File: config.mk
export PLATFORM = sky130hd
export DESIGN_NAME = la_condqual
export DESIGN_NICKNAME = d
export VERILOG_FILES = /design/src/rtl/la_condqual.sv
export SDC_FILE = /design/constraint.sdc
export NUM_CORES = 1
export LEC_CHECK = 0
export CAP_MARGIN = 20
export CELL_PAD_IN_SITES_DETAIL_PLACEMENT = 0
export CELL_PAD_IN_SITES_GLOBAL_PLACEMENT = 1
export CORE_MARGIN = 2
export CORE_UTILIZATION = 41
export CTS_CLUSTER_DIAMETER = 200
export CTS_CLUSTER_SIZE = 16
export DETAILED_ROUTE_END_ITERATION = 10
export DONT_BUFFER_PORTS = 1
export PLACE_DENSITY = 0.82
export SETUP_SLACK_MARGIN = 0.02
export SLEW_MARGIN = 20
export SYNTH_ARGS = -nofsm -noshare
export SYNTH_HDL_FRONTEND = slang
export SYNTH_SLANG_ARGS = --single-unit
export TNS_END_PERCENT = 5
File: constraint.sdc
create_clock -name clk -period 2.2 [get_ports clk]
set_input_delay 0.44 -clock clk [delete_from_list [all_inputs] [get_ports clk]]
set_output_delay 0.44 -clock clk [all_outputs]
set_load 0.05 [all_outputs]
File: src/rtl/la_condqual.sv
// Debounce qualifier for a single-bit or-and condition term: filtered level,
// rising-edge event handshake, saturating event counter and sticky overflow.
module la_condqual #(
  parameter int CW   = 8,
  parameter     PROP = "DEFAULT"
) (
  input  logic          clk,
  input  logic          nreset,
  input  logic          en,
  input  logic          clear,
  input  logic          cond_in,
  input  logic [CW-1:0] thresh,
  output logic          cond_q,
  output logic          evt_valid,
  input  logic          evt_ready,
  output logic [CW-1:0] evt_count,
  output logic          overflow
);

  localparam logic [0:0] ST_LOW  = 1'b0;
  localparam logic [0:0] ST_HIGH = 1'b1;
  localparam logic [CW-1:0] ONE  = {{(CW-1){1'b0}}, 1'b1};

  // PROP is an implementation tag only; it selects nothing.
  if ($bits(PROP) > 0) begin : g_prop
  end

  logic [0:0]    r_state;
  logic [CW-1:0] r_fcnt;
  logic          r_evt_valid;
  logic [CW-1:0] r_evt_count;
  logic          r_overflow;

  logic [CW-1:0] w_thr;
  logic [CW-1:0] w_fnext;
  logic          w_disagree;
  logic          w_flip;
  logic          w_rise;

  assign w_thr      = (thresh == '0) ? ONE : thresh;
  assign w_fnext    = r_fcnt + ONE;
  // A sample "disagrees" when it argues for the opposite level.
  assign w_disagree = (r_state == ST_LOW) ? cond_in : ~cond_in;
  assign w_flip     = en & w_disagree & (w_fnext >= w_thr);
  assign w_rise     = w_flip & (r_state == ST_LOW);

  always_ff @(posedge clk) begin
    if (!nreset) begin
      r_state <= ST_LOW;
      r_fcnt  <= '0;
    end else if (!en || !w_disagree) begin
      r_fcnt  <= '0;
    end else if (w_flip) begin
      r_state <= (r_state == ST_LOW) ? ST_HIGH : ST_LOW;
      r_fcnt  <= '0;
    end else begin
      r_fcnt  <= w_fnext;
    end
  end

  always_ff @(posedge clk) begin
    if (!nreset || clear) begin
      r_evt_valid <= 1'b0;
      r_evt_count <= '0;
      r_overflow  <= 1'b0;
    end else if (w_rise) begin
      if (r_evt_count != '1) r_evt_count <= r_evt_count + ONE;
      if (r_evt_valid && !evt_ready) r_overflow <= 1'b1;
      r_evt_valid <= 1'b1;
    end else if (r_evt_valid && evt_ready) begin
      r_evt_valid <= 1'b0;
    end
  end

  assign cond_q    = r_state[0];
  assign evt_valid = r_evt_valid;
  assign evt_count = r_evt_count;
  assign overflow  = r_overflow;

endmodule

Word-level counts from Yosys, hierarchy flattened
Cells that the tools add are included.
{ "word_totals": {"input_bits": 14, "mem_bits_ro": 0, "output_inout_bits": 11, "mem_count": 0, "latchBits": 0, "regBits": 19, "ram_bits": 0} }
{ "op_classes": {"n_eq_ne": 1, "n_bitwise": 7, "reduce_logical": 14, "order_cmp": 1, "shifts": 0, "n_mux": 5, "n_div": 0, "addsub": 2, "n_mul": 0} }
{ "op_table": {"columns": ["operator", "count"], "rows": [
  ["$add 8x1->8 const B", 2],
  ["$ge 8x8->1", 1],
  ["$logic_not 8->1", 1],
  ["$mux 8", 1],
  ["$ne 8x8->1 const B", 1],
  ["$reduce_and 2->1", 3],
  ["$logic_not 1->1", 4],
  ["$mux 1", 4],
  ["$not 1->1", 4],
  ["$and 1x1->1", 3],
  ["$reduce_or 3->1", 1],
  ["$logic_and 1x1->1", 2],
  ["$logic_or 1x1->1", 2],
  ["$reduce_bool 2->1", 1]
]} }

Logic depth before layout (Yosys ltp)
Gate-level depths: netlist of the first run.
{ "logic_depth": {"word_depth": 6, "ltp_mapped": 11, "depth_no_buf": 10} }

Worst setup path before layout of the first run
No wires, ideal clock.
{ "synth_path": {"path_type": "register to register", "start": "register r_fcnt[0]", "end": "register r_evt_count[3], in the netlist evt_count[3]", "stages_incl_launch_ff": 10, "arrival_time_ps": 2285, "required_ps": 2130, "period_less_slack_ps": 2355, "path_slack_ps": -155, "path_buffers": 0, "path_cell_list": "dfxtp_1 -> ha_1 -> nand3_1 -> nor2_1 -> xor2_1 -> ha_1 -> nand4_1 -> o31a_2 -> or4_1 -> a21oi_1"} }
{ "synth_between": {"elab_chain_len": 5} }
{ "synth_lines": {"columns": ["element", "line", "rtl"], "rows": [
  ["start, declared", "29", "logic [CW-1:0] r_fcnt;"],
  ["start signal, assigned", "57", "r_fcnt <= w_fnext;"],
  ["$add 8x1->8", "41", "assign w_fnext = r_fcnt + ONE;"],
  ["net w_fnext[6]", "35", "logic [CW-1:0] w_fnext;"],
  ["$ge 8x8->1", "44", "assign w_flip = en & w_disagree & (w_fnext >= w_thr);"],
  ["$and 1x1->1", "44", null],
  ["$and 1x1->1", "45", "assign w_rise = w_flip & (r_state == ST_LOW);"],
  ["$reduce_and 2->1 (no line)", null, null],
  ["end signal, assigned", "67", "if (r_evt_count != '1) r_evt_count <= r_evt_count + ONE;"],
  ["end, declared", "31", "logic [CW-1:0] r_evt_count;"]
]} }
The timed path passes the listed nets, and every way through them passes these cells.
A chain may end at the register's enable or synchronous reset.

Final worst setup path of the first run
{ "layout_path": {"start": "register r_fcnt[0]", "end": "register r_evt_count[7], in the netlist evt_count[7]"} }
The elaborated chain is that of the path after synthesis.

==> results.tsv, run 1 <==
stage	metric	value	unit
status	status	finished with violations	
status	violations	negative setup slack	
critical_path	crit_buf_inv	4	
power_and_ir_drop	p_per_area	345	nW/um^2
sta	tightest_slew	514	ps
critical_path	cp-end-kind	flop	
drt	drc	0	
global_routing	track_usage	21.3	%
clock_network	cts_root_buf	clkbuf_4	
critical_path	cpPeakStageDelay	390	ps
synthesis	synth_area	1130	sq um
sta	relSlewSlack	65.7	%
synthesis	yosysTopAreaCell	dfxtp_1	
sta	worst_slack	-104	ps
drt	ant_nets	0	
place	io_buffers	0	
floorplan	ios	25	
synthesis	ys.flop_type	dfxtp_1	
critical_path	cp_max_fo	6	
critical_path	crit_path_top_delay_cell	dfxtp_4	
sta	setup_violations	17	
floorplan	die_y	56.5	microns
place	gp_congestion	0.864	
layout	final_layout_size_suffix_gt1_share	47.7	%
drt	via_per_inst	5.57	
clock_network	cts.path.max_buffers	2	
job	maxCapViolations	0	
synthesis	post-synth-top-count-cell	dfxtp_1	
power_and_ir_drop	leakage	0.783	nW
sta	fmax	434	MHz
place	dpl.hpwl	2040	microns
drt	drt-total-wl	3210	microns
clock_network	cts.sinks	19	
clock_network	clk_pin_slew	110	ps
synthesis	synth.avg_cell_area	8.56	sq um
floorplan	die_w	56.5	microns
critical_path	critical_path_arrival	2510	ps
drt	via_count	1142	
critical_path	crit_required	2400	ps
global_routing	grt_overflow_total	0	
synthesis	synth.distinct_cells	32	
synthesis	synth_edf_count	0	
floorplan	die_area	3190	sq um
clock_network	htree_levels	1	
drt	first_iter_violations	31	
global_routing	antenna_found_initial	0	
drt	dr.pass1.iters	4	
critical_path	crit_path_start_kind	flop	
synthesis	ys_seq_area_share	33.7	%
global_routing	grt_max_degree	12	
sta	rsz0062_at_grt	yes	
critical_path	cp_top_family	compound AO/OA/AOI/OAI gates	
floorplan	fp.coreArea	2690	sq um
power_and_ir_drop	total_power	599	uW
synthesis	ys_top_cells_by_area	dfxtp_1 (34%), ha_1 (11%), nand3_1 (5.3%)	
sta	hold_slack	294	ps
sta	drv_slew	0	
synthesis	yosysWarnings	0	
floorplan	start_util	42.1	%
sta	fin_skew	5.07	ps
layout	syn2layout_area_growth	53.4	%
synthesis	synth_cells	132	
synthesis	synth_top_area_share	33.7	%
floorplan	num_rows	19	
sta	min_period_over_period	105	%
synthesis	synth_top_cells_by_count	dfxtp_1 (19), nor2_1 (13), nand3_1 (12)	
layout	antenna_cells	0	
sta	hold_viol_final	0	
critical_path	worstSetupPathType	flop to flop	
global_routing	grt_pass1_wl	5490	microns
power_and_ir_drop	vdd_drop_max	0.311	mV
hold_path	hp-class	input port to flop	
global_routing	first_global_vias	1218	
layout	fillers	235	
synthesis	syn_nets	156	
drt	wl_per_cell	15.7	microns
place	pre_cts_ws	-197	ps
critical_path	r2r_slack	-100	ps
synthesis	async_flop_share	0	%
clock_network	clock_latency	290	ps
layout	fin_nets	199	
critical_path	worstPathCellList	buf_12 > buf_6 > nand3_2 > xnor2_2 > ha_1 > o21a_1 > nor2_1 > buf_4 > o31ai_4 > buf_6 > nand3_2 > o211a_1	
clock_network	cts_tree	done	
clock_network	hold_buffers	0	
sta	finalWorstPathRequiredPeriod	2300	ps
clock_network	cts_made_buffers	3	
synthesis	ys_seq_elements	19	
[cell families (layout without fill, tap and decap cells)]
| family | count (synthesis) | count (layout) | synth area share [%] |
|---|---|---|---|
| simple gates | 58 | 58 | 27.6 |
| compound gates | 26 | 26 | 16.7 |
| flops | 19 | 19 | 33.7 |
| buf+inv | 11 | 53 | 4.65 |
| fa+ha+maj | 10 | 10 | 11.1 |
| xor+xnor | 7 | 7 | 5.43 |
| mux | 1 | 1 | 0.886 |
[cell usage in the layout (no fill, tap or decap), types with 3 or more instances in the layout]
master	instances
a31oi_1	3
nor2_1	10
nand3_1	8
clkbuf_4	3
buf_6	3
nor2b_1	3
dfxtp_1	14
nand2b_1	4
ha_1	7
nand4_1	3
nand2_1	8
a21oi_1	6
inv_1	8
a41o_1	4
dfxtp_2	3
ha_4	3
buf_4	37
and2b_2	6
[flip-flops by register name, indices dropped and copies added, names as in the netlist]
signal / count
r_fcnt: 8
cond_q: 1
evt_valid: 1
evt_count: 8
overflow: 1
[area by class of cell]
cell class | instances | area (sq um) | area share [%]
timing repair buffer | 41 | 332 | 19.1
multi-input combinational | 102 | 915 | 52.8
inverter | 8 | 30.0 | 1.73
tap | 31 | 38.8 | 2.24
clock buffer | 4 | 26.3 | 1.52
sequential | 19 | 392 | 22.6
[final timing paths]
check	startpoint	endpoint	cells past startpoint
max reg2reg	r_fcnt[0]$_SDFF_PP0_	evt_count[7]$_SDFFE_PP0P_	12
max	r_fcnt[0]$_SDFF_PP0_	evt_count[7]$_SDFFE_PP0P_	12
min	en	evt_valid$_SDFFE_PP0P_	2
min reg2reg	r_fcnt[0]$_SDFF_PP0_	r_fcnt[0]$_SDFF_PP0_	2
[where the power goes]
part	internal [mW]	total, mW	switching (mW)	leakage (nW)
sequential	0.343	0.345	0.00162	0.156
clock	0.0705	0.179	0.109	0.0150
combinational	0.0391	0.0745	0.0355	0.612
[routing by layer]
metal  vias to the layer above  part of all wire (%)  GRT usage [%]  routed length, microns
li1                        558                     -              -                       -
met1                       540                    43           26.5                    1370
met2                        38                    50           37.9                    1620
met3                         6                   5.5           2.76                     177
met4                         0                   1.5           6.46                      47
met5                         -                     0              0                       0
[metrics by stage]
step                util [%]  cell area (sq um)  cells  TNS (ps)
floorplan                  -               1190    132     -7.57
finish                  64.5               1730    205      -947
global placement        51.9               1390    185     -1990
CTS                     61.7               1660    203      -473
detailed placement      51.9               1390    185     -1950
global route            64.5               1730    205     -3560
[worst reg2reg max path, cell delays in order, from the launching register on]
cell	delay (ps)
dfxtp_4	390
buf_12	110
buf_6	100
nand3_2	80
xnor2_2	150
ha_1	300
o21a_1	120
nor2_1	50
buf_4	150
o31ai_4	290
buf_6	170
nand3_2	90
o211a_1	210
[timing repair]
action | 4_1_cts | 5_1_grt
pin swaps | 24 | 12
endpoints found under the setup margin | 15 | 19
setup buffers | 13 | 2
hold endpoints to repair | 0 | 0
cloned | 1 | 0
gates resized for setup | 24 | 13
(Power assumes the default switching activity.)
==> run 2, diff against run 1 <==
--- a/config.mk
+++ b/config.mk
@@ -5,7 +5,6 @@
 export SDC_FILE = /design/constraint.sdc
 export NUM_CORES = 1
 export LEC_CHECK = 0
-export CAP_MARGIN = 20
 export CELL_PAD_IN_SITES_DETAIL_PLACEMENT = 0
 export CELL_PAD_IN_SITES_GLOBAL_PLACEMENT = 1
 export CORE_MARGIN = 2
@@ -16,7 +15,7 @@
 export DONT_BUFFER_PORTS = 1
 export PLACE_DENSITY = 0.82
 export SETUP_SLACK_MARGIN = 0.02
-export SLEW_MARGIN = 20
+export SLEW_MARGIN = 5
 export SYNTH_ARGS = -nofsm -noshare
 export SYNTH_HDL_FRONTEND = slang
 export SYNTH_SLANG_ARGS = --single-unit
==> results of run 2 <==
No change in the layout: final DEF, timing and power equal those of run 1.
==> run 3, diff against run 2 <==
--- a/config.mk
+++ b/config.mk
@@ -7,13 +7,13 @@
 export LEC_CHECK = 0
 export CELL_PAD_IN_SITES_DETAIL_PLACEMENT = 0
 export CELL_PAD_IN_SITES_GLOBAL_PLACEMENT = 1
-export CORE_MARGIN = 2
+export CORE_MARGIN = 1
 export CORE_UTILIZATION = 41
 export CTS_CLUSTER_DIAMETER = 200
 export CTS_CLUSTER_SIZE = 16
 export DETAILED_ROUTE_END_ITERATION = 10
 export DONT_BUFFER_PORTS = 1
-export PLACE_DENSITY = 0.82
+export PLACE_DENSITY_LB_ADDON = 0.15
 export SETUP_SLACK_MARGIN = 0.02
 export SLEW_MARGIN = 5
 export SYNTH_ARGS = -nofsm -noshare
==> constraint.sdc (replaced) <==
create_clock -name clk -period 1.9 [get_ports clk]
set_input_delay 0.38 -clock clk [delete_from_list [all_inputs] [get_ports clk]]
set_output_delay 0.38 -clock clk [all_outputs]
set_load 0.05 [all_outputs]
==> results.tsv, run 3 (synthesis results as in run 1) <==
stage	metric	value	unit	change
layout	final_common_cell	buf_4		
floorplan	die_area	2970	sq um	-7.0%
clock_network	cts.sinks	19		unchanged
global_routing	grt-busiest-layer	met2		
floorplan	die_y	54.5	microns	-3.5%
critical_path	cp-end-kind	flop		
layout	mostFrequentLayoutCells	buf_4 (28), dfxtp_1 (14), nor2_1 (10)		
floorplan	num_rows	18		-1
global_routing	antenna_found_initial	0		unchanged
hold_path	hp-class	input port to flop		
clock_network	clock_latency	290	ps	about the same
drt	via_per_inst	5.42		-2.7%
sta	tightest_slew	516	ps	+2.16 ps
global_routing	grt_use_met1	21.7	%	-4.8 points
clock_network	clk_pin_slew	100	ps	about the same
global_routing	grt_pass1_wl	4110	microns	-25%
clock_network	cts_root_buf	clkbuf_4		
critical_path	crit_path_start_kind	flop		
clock_network	cts.path.max_buffers	2		unchanged
global_routing	use_met2	36.6	%	-1.3 points
place	dpl.hpwl	2130	microns	+4.2%
place	io_buffers	0		unchanged
sta	finalWorstPathRequiredPeriod	2260	ps	-46.9 ps
sta	drv_slew	0		unchanged
drt	drc	0		unchanged
drt	ant_nets	0		unchanged
critical_path	crit_path_top_delay_cell	or3_2		
critical_path	crit_buf_inv	0		-4
layout	final_layout_size_suffix_gt1_share	35.8	%	-12 points
critical_path	cp_top_family	simple AND/OR/NAND/NOR gates		
global_routing	grt_max_degree	12		unchanged
power_and_ir_drop	total_power	668	uW	+12%
sta	min_period_over_period	119	%	+14 points
clock_network	hold_buffers	0		unchanged
global_routing	track_usage	19.8	%	-1.5 points
drt	drt-total-wl	2620	microns	-19%
floorplan	fp.coreArea	2540	sq um	-5.3%
critical_path	worstSetupPathType	flop to flop		
critical_path	critical_path_arrival	2480	ps	-30 ps
layout	fin_nets	187		-6.0%
power_and_ir_drop	vdd_drop_max	0.399	mV	+28%
floorplan	ios	25		unchanged
status	violations	negative setup slack		
sta	relSlewSlack	65.6	%	-0.14 points
place	gp_congestion	0.768		-11%
drt	first_iter_violations	8		-74%
global_routing	grt_overflow_total	0		unchanged
global_routing	gr-usage-met3	3.33	%	+0.57 points
clock_network	cts_made_buffers	3		unchanged
power_and_ir_drop	p_per_area	449	nW/um^2	+30%
layout	antenna_cells	0		unchanged
clock_network	htree_levels	1		unchanged
place	placed_cells	187		+1.1%
critical_path	worstPathCellList	ha_4 > nand3_2 > nor2_2 > xor2_1 > ha_1 > nand4_1 > o31a_4 > or3_2 > a21oi_1		
layout	final_cells	192		-6.3%
critical_path	cp_max_fo	7		+1
clock_network	cts_tree	done		
global_routing	first_global_vias	970		-20%
sta	worst_slack	-357	ps	-253 ps
status	status	finished with violations		
sta	fin_skew	0.744	ps	-4.32 ps
power_and_ir_drop	leakage	0.699	nW	-11%
job	maxCapViolations	0		unchanged
floorplan	die_w	54.5	microns	-3.5%
layout	syn2layout_area_growth	31.7	%	
floorplan	start_util	44.4	%	+2.3 points
drt	wl_per_cell	13.6	microns	-13%
sta	hold_viol_final	0		unchanged
critical_path	crit_required	2120	ps	-280 ps
sta	fin_tns_setup	-4980	ps	-4030 ps
drt	dr.pass1.iters	4		unchanged
sta	hold_slack	235	ps	-59.7 ps
critical_path	cpPeakStageDelay	440	ps	+50 ps
sta	rsz0062_at_grt	yes		
sta	fmax	443	MHz	+2.1%
drt	via_count	1041		-8.8%
sta	setup_violations	19		+2
==> run 3: changes by cell type in the layout (fill, tap and decap cells not counted), sizes merged <==
cell  previous run  this run
buf             41        29
==> run 3: path summary, 6_finish.rpt <==
kind	to	from	cells after the start	slack (ps)
setup / recovery	evt_count[0]$_SDFFE_PP0P_	r_fcnt[0]$_SDFF_PP0_	9	-360
hold / removal	cond_q$_SDFFE_PN0P_	nreset	1	230
hold reg to reg	r_fcnt[0]$_SDFF_PP0_	r_fcnt[0]$_SDFF_PP0_	2	570
setup reg to reg	evt_count[0]$_SDFFE_PP0P_	r_fcnt[0]$_SDFF_PP0_	9	-360
==> run 3: cell type report <==
cell class	instances	area [sq um]
Fill cell	238	1060
Multi-Input combinational cell	102	783
Sequential cell	19	389
Timing Repair Buffer	29	221
Tap cell	30	37.5
Inverter	8	30.0
Clock buffer	4	26.3
==> run 3: what timing repair did <==
action	CTS	global route
buffers inserted	1	0
hold endpoints to repair	0	0
endpoints found under the setup margin	19	19
pin swaps	2	2
gates resized for setup	4	3
==> run 3: worst register-to-register path: stages, from the launching register on <==
cell	delay, ps
dfxtp_4	370
ha_4	160
nand3_2	90
nor2_2	50
xor2_1	170
ha_1	310
nand4_1	140
o31a_4	330
or3_2	450
a21oi_1	140
==> run 3: metrics by stage <==
stage / setup slack (ps) / area [sq um] / util (%)
2_1_floorplan: -241 / 1200 / -
3_3_place_gp: -470 / 1430 / 56.0
3_5_place_dp: -483 / 1430 / 56.0
4_1_cts: -363 / 1470 / 57.9
5_1_grt: -469 / 1490 / 58.5
6_report: -357 / 1490 / 58.5
==> run 3: report_power, final <==
group | internal [mW] | switching, mW
Sequential | 0.398 | 0.00123
Combinational | 0.0351 | 0.0325
Clock | 0.0816 | 0.119
Total | 0.515 | 0.152
==> run 3: metal layers <==
metal	vias to the layer above	share of wire, %
li1	532	-
met3	2	3.3
met5	-	0
met2	22	51
met4	0	0.76
met1	485	44
